## src/rtl/bpm_test_packet_gen.sv

```systemverilog
// bpm_test_packet_gen: emits per-FA-cycle bursts of test packets (header + data words) on an AXI stream.
module bpm_test_packet_gen #(
  parameter int          NUM_DATA_WORDS = 3,
  parameter int          INDEX_WIDTH    = 5,
  parameter int          MAX_CHANNELS   = 4,
  parameter logic [15:0] HEADER_MAGIC   = 16'hA5BE,
  localparam int         CW             = $clog2(MAX_CHANNELS + 1)
) (
  input  logic                   auroraUserClk,
  input  logic                   auroraReset_n,
  input  logic                   auroraFAstrobe,
  input  logic                   auroraChannelUp,
  input  logic                   enable,
  input  logic [INDEX_WIDTH-1:0] firstIndex,
  input  logic [CW-1:0]          channelCount,
  output logic [31:0]            BPM_TEST_AXI_STREAM_TX_tdata,
  output logic                   BPM_TEST_AXI_STREAM_TX_tvalid,
  output logic                   BPM_TEST_AXI_STREAM_TX_tlast,
  input  logic                   BPM_TEST_AXI_STREAM_TX_tready,
  output logic                   busy,
  output logic                   overrunStrobe,
  output logic                   abortStrobe,
  output logic [15:0]            packetsSent
);
  localparam logic [CW-1:0] MAXC = CW'(MAX_CHANNELS);
  localparam logic [7:0]    LAST = 8'(NUM_DATA_WORDS);
  typedef enum logic [1:0] {IDLE, HEADER, DATA} state_t;
  state_t state, state_nxt;
  logic [15:0] cycle_count, cyc, hdr_lo;
  logic [INDEX_WIDTH-1:0] idx;
  logic [CW-1:0] rem;
  logic [7:0] k;
  logic xfer, accept, last;
  assign busy   = state != IDLE;
  assign xfer   = busy & BPM_TEST_AXI_STREAM_TX_tready;
  assign accept = !busy & auroraFAstrobe & auroraChannelUp & enable & (channelCount != '0);
  assign last   = state == DATA && k == LAST;
  assign hdr_lo = (16'(idx) << 10) | {6'd0, cyc[9:0]};
  assign BPM_TEST_AXI_STREAM_TX_tvalid = busy;
  assign BPM_TEST_AXI_STREAM_TX_tlast  = last;
  assign BPM_TEST_AXI_STREAM_TX_tdata  = state == HEADER ? {HEADER_MAGIC, hdr_lo} :
                                         state == DATA   ? {cyc, 8'(idx), k} : '0;
  // Link loss wins over everything, including a beat completing on the same edge.
  always_comb begin
    state_nxt = state;
    if (busy && !auroraChannelUp) state_nxt = IDLE;
    else if (accept) state_nxt = HEADER;
    else if (xfer) state_nxt = state == HEADER ? DATA : !last ? DATA : rem != '0 ? HEADER : IDLE;
  end
  always_ff @(posedge auroraUserClk or negedge auroraReset_n)
    if (!auroraReset_n) state <= IDLE;
    else state <= state_nxt;
  always_ff @(posedge auroraUserClk or negedge auroraReset_n) begin
    if (!auroraReset_n) begin
      cycle_count   <= '0;
      cyc           <= '0;
      idx           <= '0;
      rem           <= '0;
      k             <= '0;
      packetsSent   <= '0;
      overrunStrobe <= 1'b0;
      abortStrobe   <= 1'b0;
    end else begin
      overrunStrobe <= auroraFAstrobe & busy;
      abortStrobe   <= busy & !auroraChannelUp;
      if (auroraFAstrobe && auroraChannelUp) cycle_count <= cycle_count + 16'd1;
      if (accept) begin
        cyc <= cycle_count;
        idx <= firstIndex;
        rem <= (channelCount > MAXC ? MAXC : channelCount) - CW'(1);
      end
      if (xfer && auroraChannelUp) begin
        k <= state == HEADER ? 8'd1 : k + 8'd1;
        if (last) begin
          packetsSent <= packetsSent + 16'd1;
          idx         <= idx + INDEX_WIDTH'(1);
          rem         <= rem - CW'(1);
        end
      end
    end
  end
endmodule

```

## config.mk

```make
export PLATFORM = sky130hd
export DESIGN_NAME = bpm_test_packet_gen
export DESIGN_NICKNAME = d
export VERILOG_FILES = /design/src/rtl/bpm_test_packet_gen.sv
export SDC_FILE = /design/constraint.sdc
export NUM_CORES = 1
export LEC_CHECK = 0
export CAP_MARGIN = 20
export CORE_ASPECT_RATIO = 0.6
export CORE_MARGIN = 4
export CORE_UTILIZATION = 56
export DETAILED_ROUTE_END_ITERATION = 10
export PLACE_DENSITY_LB_ADDON = 0.05
export SYNTH_ARGS = -nofsm -noshare
export SYNTH_HDL_FRONTEND = slang
export SYNTH_SLANG_ARGS = --single-unit
```

## constraint.sdc

```tcl
create_clock -name auroraUserClk -period 3 [get_ports auroraUserClk]
set_input_delay 0.6 -clock auroraUserClk [delete_from_list [all_inputs] [get_ports auroraUserClk]]
set_output_delay 0.6 -clock auroraUserClk [all_outputs]
set_load 0.02 [all_outputs]
```

==> results of run 1 <==
-- final cells by class --
cell class | count | area, um2 | area share
clock buffers | 10 | 138 | 0.0309
clock inverters | 6 | 111 | 0.0250
repair buffers | 73 | 706 | 0.158
inverters | 10 | 37.5 | 0.00842
flip-flops and latches | 68 | 1700 | 0.382
well taps | 80 | 100 | 0.0225
multi-input cells | 255 | 1660 | 0.373
-- cells in the final DEF, fill, tap and decap left out, drive strengths merged, types with 2 or more instances in the layout --
cell type / n
dfrtp: 68
clkdlybuf4s50: 64
nand2: 61
xnor2: 19
nand3: 19
nand4: 14
and2: 14
xor2: 14
a22o: 13
a21o: 11
inv: 10
nor2: 10
nor3: 10
clkbuf: 10
o21ai: 9
buf: 9
a21oi: 7
ha: 7
and3: 6
mux2i: 6
nor4: 6
nor2b: 4
mux2: 3
nand2b: 3
bufinv: 3
and4: 3
o32ai: 2
o211ai: 2
clkinv: 2
-- repair_timing --
action	CTS	global route
hold buffers	0	0
endpoints found under the setup margin	0	9
buffers inserted	0	0
gates resized for setup	0	2
endpoints found under the hold margin	0	0
-- flip-flops by register name, indices dropped and copies added (netlist names) --
name,flops
rem,3
overrunStrobe,1
k,8
abortStrobe,1
cycle_count,16
idx,5
state,2
packetsSent,16
cyc,16
-- per-stage QoR --
stage | cells | hold slack, ps | cell area (um2) | power (mW)
3_5_place_dp | 486 | 456 | 4200 | 1.68
3_3_place_gp | 486 | 455 | 4200 | 1.66
6_report | 502 | 412 | 4460 | 2.61
5_1_grt | 502 | 485 | 4460 | 2.74
2_1_floorplan | 352 | 304 | 3480 | 1.46
4_1_cts | 502 | 467 | 4450 | 2.61
-- logic make-up (layout without fill, tap and decap cells) --
kind of cell	Yosys count	count (layout)	synth area share
AOI/OAI and AO/OA	51	51	0.106
xor gates and xnor gates	33	33	0.0830
adders and majority gates	7	7	0.0251
buffers and inverters	29	99	0.0392
DFF	68	68	0.489
muxes	9	9	0.0269
other	1	1	0.00108
and+or+nand+nor	154	154	0.230
-- layer usage --
metal  global-route usage  vias up
li1                     -     1354
met3               0.0746        7
met1                0.363     1384
met4               0.0581        0
met2                0.331      124
met5                    0        -
-- path summary, 6_finish.rpt --
| check | startpoint | endpoint | slack, ps | depth (start not counted) |
|---|---|---|---|---|
| max reg2reg | state[0]$_DFFE_PN0P_ | idx[4]$_DFF_PN0_ | 940 | 5 |
| max | state[0]$_DFFE_PN0P_ | BPM_TEST_AXI_STREAM_TX_tdata[3] | 140 | 4 |
| min reg2reg | cyc[12]$_DFFE_PN0N_ | cyc[12]$_DFFE_PN0N_ | 470 | 2 |
| max in group asynchronous | auroraReset_n | state[1]$_DFFE_PN0P_ | 2000 | 2 |
| min | auroraReset_n | cyc[11]$_DFFE_PN0N_ | 410 | 2 |
| min in group auroraUserClk | cyc[12]$_DFFE_PN0N_ | cyc[12]$_DFFE_PN0N_ | 470 | 2 |
-- report_power, final --
part	internal [mW]	switching, mW
clock network	0.574	0.350
logic	0.227	0.255
registers	1.04	0.156
total	1.84	0.761
-- worst reg2reg max path: stages, from the launching register on --
cell and delay, ps:
dfrtp_1 460, and2b_1 400, buf_4 280, and4_4 360, mux2_2 360, a21oi_1 140
==> metrics.csv, run 1 <==
metric,value,unit
status,completed,
area delta synth->final,27.9,%
met2 WL,3720,um
worst hold path class,in -> async,
pin count of the biggest net entering global routing,69,
die area,7590,um2
highest metal used,met4,
Setup TNS,0,ps
FP Rows,21,
Ant. Diodes,0,
root buf cell,clkbuf_8,
f_max,350,MHz
wire length on met1,3970,um
Max clock buf depth,2,
"Seq/Total Area, Yosys",0.489,
DRC marker count from the first detailed-route iteration,169,
met3 WL post-DR,797,um
I/O pin count,67,
CP Launch Type,register,
WP data required,2400,ps
die width,110,um
GPL Wtd Cong,0.864,
"Top FF cell, synth",dfrtp_1,
endpoints failing setup,0,
final cycle utilization of the critical path,0.953,
Syn. warnings,0,
"delay-heaviest family, CP",buffers and inverters,
cell chain of the critical path,and2b_1 > buf_4 > a22o_1 > clkdlybuf4s50_1,
"Worst Setup Slack, final",142,ps
Die Y-Extent,69.1,um
CTS tree,yes,
Power Dens Cells,585,nW/um2
# fillers,422,
final wirelength,8530,um
LEAKAGE,2.14,nW
post-synthesis cell count,352,
Placeable Area,5810,um2
Rel. slew slack,0.404,
H-tree depth,3,
Area contributors post-synth,"dfrtp_1 (49%), nand2_1 (6.6%), xnor2_1 (4.8%)",
# DRC,0,
# nets final,438,
Vias,2869,
RSZ-0062 raised after global routing,no,
Async SR Flop Fraction,1.00,
Synth top cells by count,"dfrtp_1 (68), nand2_1 (61), xnor2_1 (19)",
post-synth cell types,45,
Worst Path Buf+Inv,2,
DR pass1 iterations,6,
vias in the first global route,2763,
Avg WL per Cell,17.0,um
Final Util,0.767,
Final min period,2860,ps
initial antenna violation count,0,
Synthesized Nets,373,
clock-pin slew on the worst setup and hold paths,70,ps
Starting Density,0.600,
IO buf count,65,
Yosys top cell area share,0.489,
Fin Clk Skew,7.46,ps
Avg Inst Size Synth,9.90,um2
Post-Syn Area,3480,um2
first-pass GRT wire length,14200,um
post-detail-place hpwl,6030,um
Worst-Margin Slew,892,ps
"Slowest-stage cell, CP",clkdlybuf4s50_1,
CP arrival,2260,ps
worst-path fanout max,17,
Final ANT Viol Nets,0,
Slew Limit Fails,0,
leading area contributor after synthesis,dfrtp_1,
worst-skew pair later-pin latency,350,ps
Place WS,378,ps
most frequent cell after synthesis,dfrtp_1,
Num CTS Buffers,9,
Crit Path Category,reg -> out,
share of layout cells above drive strength 1,0.0877,
Worst Setup End Kind,output pin,
synthesized flop and latch total,68,
CP peak stage delay,610,ps
Post-synth EDFFs,0,
VDD IR max,0.426,mV
via/cell ratio,5.72,
Final Hold Vio Count,0,
total grt overflow,0,
Sink Count,68,
max_cap viols,0,
All-Layer GR Usage,0.239,
Note: power is estimated with default switching activity, not from simulation.
==> run 2, diff against run 1 <==
- ABC_CLOCK_PERIOD_IN_PS: unset -> 3000
- SKIP_CTS_REPAIR_TIMING: unset -> 1
- SLEW_MARGIN: unset -> 10
==> results of run 2 <==
Same layout as run 1: the final DEF is identical, and so are final timing and power.
==> run 3, diff against run 2 <==
- CORE_ASPECT_RATIO: 0.6 -> unset
- GPL_ROUTABILITY_DRIVEN: unset -> 0
==> metrics.csv, run 3 (same netlist as run 1, synthesis figures left out) <==
metric,value,unit,change
endpoints failing setup,0,,unchanged
Crit Path Category,reg -> out,,
vias in the first global route,2693,,-2.5%
DR pass1 iterations,4,,-2
total grt overflow,0,,unchanged
f_max,354,MHz,+1.3%
worst setup path startpoint,k[0]$_DFFE_PN0P_,,
"delay-heaviest family, CP",buffers and inverters,,
I/O pin count,67,,unchanged
All-Layer GR Usage,0.219,,-0.0199
Place WS,462,ps,+84.4 ps
# fillers,467,,+11%
# DRC,0,,unchanged
CTS tree,yes,,
final wirelength,7720,um,-9.5%
Die Y-Extent,86.9,um,+26%
"commonest non-fill, non-tap cells in the layout","dfrtp_1 (68), clkdlybuf4s50_1 (64), nand2_1 (61), xnor2_1 (19), nand3_1 (17)",,
die area,7550,um2,-0.54%
WP data required,2400,ps,about the same
reg-to-reg critical path endpoint,idx[4]$_DFF_PN0_,,
CP Launch Type,register,,
CP peak stage delay,600,ps,about the same
Final min period,2820,ps,-36.5 ps
root buf cell,clkbuf_8,,
Worst Path Buf+Inv,2,,unchanged
FP Rows,28,,+33%
Worst Hold Slack,264,ps,-147 ps
LEAKAGE,2.12,nW,-0.96%
H-tree depth,3,,unchanged
worst-skew pair later-pin latency,340,ps,about the same
Slew Limit Fails,0,,unchanged
"Slowest-stage cell, CP",clkdlybuf4s50_1,,
Rel. slew slack,0.492,,+0.0872
Power Dens Cells,550,nW/um2,-5.9%
Placeable Area,5990,um2,+3.2%
die width,86.9,um,-21%
worst-path fanout max,10,,-7
area delta synth->final,26.5,%,
"reg-to-reg slack, setup",1010,ps,+70 ps
initial antenna violation count,0,,unchanged
IO buf count,65,,unchanged
Levels on crit path,5,,+1
Worst Setup End Kind,output pin,,
Vias,2757,,-3.9%
# nets final,438,,unchanged
worst hold path class,in -> async,,
post-detail-place hpwl,5530,um,-8.3%
cell chain of the critical path,ha_1 > nor3b_2 > nand3_4 > inv_1 > clkdlybuf4s50_1,,
largest registers,"cyc: 16 flops, cycle_count: 16 flops, packetsSent: 16 flops",,
CP endpoint,BPM_TEST_AXI_STREAM_TX_tlast,,
"commonest non-fill, non-tap cell in the layout",dfrtp_1,,
Avg WL per Cell,15.5,um,-8.6%
Starting Density,0.581,,-0.0184
"Worst Setup Slack, final",178,ps,+36.5 ps
Worst-Margin Slew,759,ps,-133 ps
Final ANT Viol Nets,0,,unchanged
Final Hold Vio Count,0,,unchanged
via/cell ratio,5.55,,-2.9%
pin count of the biggest net entering global routing,43,,-38%
Setup TNS,0,ps,unchanged
share of layout cells above drive strength 1,0.0853,,-0.00237
max_cap viols,0,,unchanged
first-pass GRT wire length,12900,um,-9.1%
VDD IR max,0.519,mV,+22%
Ant. Diodes,0,,unchanged
Sink Count,68,,unchanged
Num CTS Buffers,9,,unchanged
RSZ-0062 raised after global routing,no,,
reg2reg path depth,5,,unchanged
clock-pin slew on the worst setup and hold paths,80,ps,about the same
final cycle utilization of the critical path,0.941,,-0.0122
Max clock buf depth,2,,unchanged
Fin Clk Skew,11.5,ps,+4.08 ps
CP arrival,2220,ps,-40 ps
launching point of the worst reg2reg path,k[0]$_DFFE_PN0P_,,
DRC marker count from the first detailed-route iteration,157,,-7.1%
Pwr Total,2.43,mW,-6.9%
status,completed,,
## run 3: cell types whose count changed in the layout (fill, tap and decap cells not counted), sizes merged
cell      delta
bufinv       -2
clkinv       +1
clkinvlp     +1
## run 3: worst min-delay path by stage
stage | depth (start not counted) | slack [ps] | to
after CTS | 1 | 270 | k[6]$_DFFE_PN0P_
after detailed placement | 1 | 460 | packetsSent[15]$_DFFE_PN0P_
final | 1 | 260 | k[7]$_DFFE_PN0P_
after floorplan | 0 | 300 | abortStrobe$_DFF_PN0_
after global placement | 2 | 450 | cyc[12]$_DFFE_PN0N_
after global routing | 1 | 300 | k[6]$_DFFE_PN0P_
## run 3: per-layer routing
layer / track usage / part of all wire / routed length (um)
met1: 0.319 / 0.47 / 3640
met2: 0.328 / 0.45 / 3510
met5: 0 / 0 / 0
met4: 0.0708 / 0.0091 / 70
met3: 0.0464 / 0.065 / 501
## run 3: metrics by stage
| stage | instances | instance area [um2] | util |
|---|---|---|---|
| 3_5_place_dp | 481 | 4210 | 0.702 |
| 6_report | 497 | 4410 | 0.736 |
| 4_1_cts | 497 | 4410 | 0.736 |
| 3_3_place_gp | 481 | 4210 | 0.702 |
| 2_1_floorplan | 352 | 3480 | - |
| 5_1_grt | 497 | 4410 | 0.736 |
## run 3: where the power goes
part,total (mW),internal [mW],switching [mW],leakage [nW]
clock network,0.758,0.405,0.354,0.0983
logic,0.469,0.225,0.244,1.13
registers,1.20,1.04,0.155,0.895
## run 3: area by class of cell
class / count / area [um2] / area share
multi-input cells: 255 / 1660 / 0.376
clock buffers: 10 / 138 / 0.0312
clock inverters: 6 / 63.8 / 0.0145
repair buffers: 73 / 718 / 0.163
well taps: 75 / 93.8 / 0.0213
inverters: 10 / 37.5 / 0.00852
flip-flops and latches: 68 / 1700 / 0.386
## run 3: worst reg2reg max path, cell delays in order (launching register included)
cell and delay, ps:
dfrtp_1 420, ha_1 270, nor3b_2 340, and4_4 380, mux2_2 360, a21oi_1 150
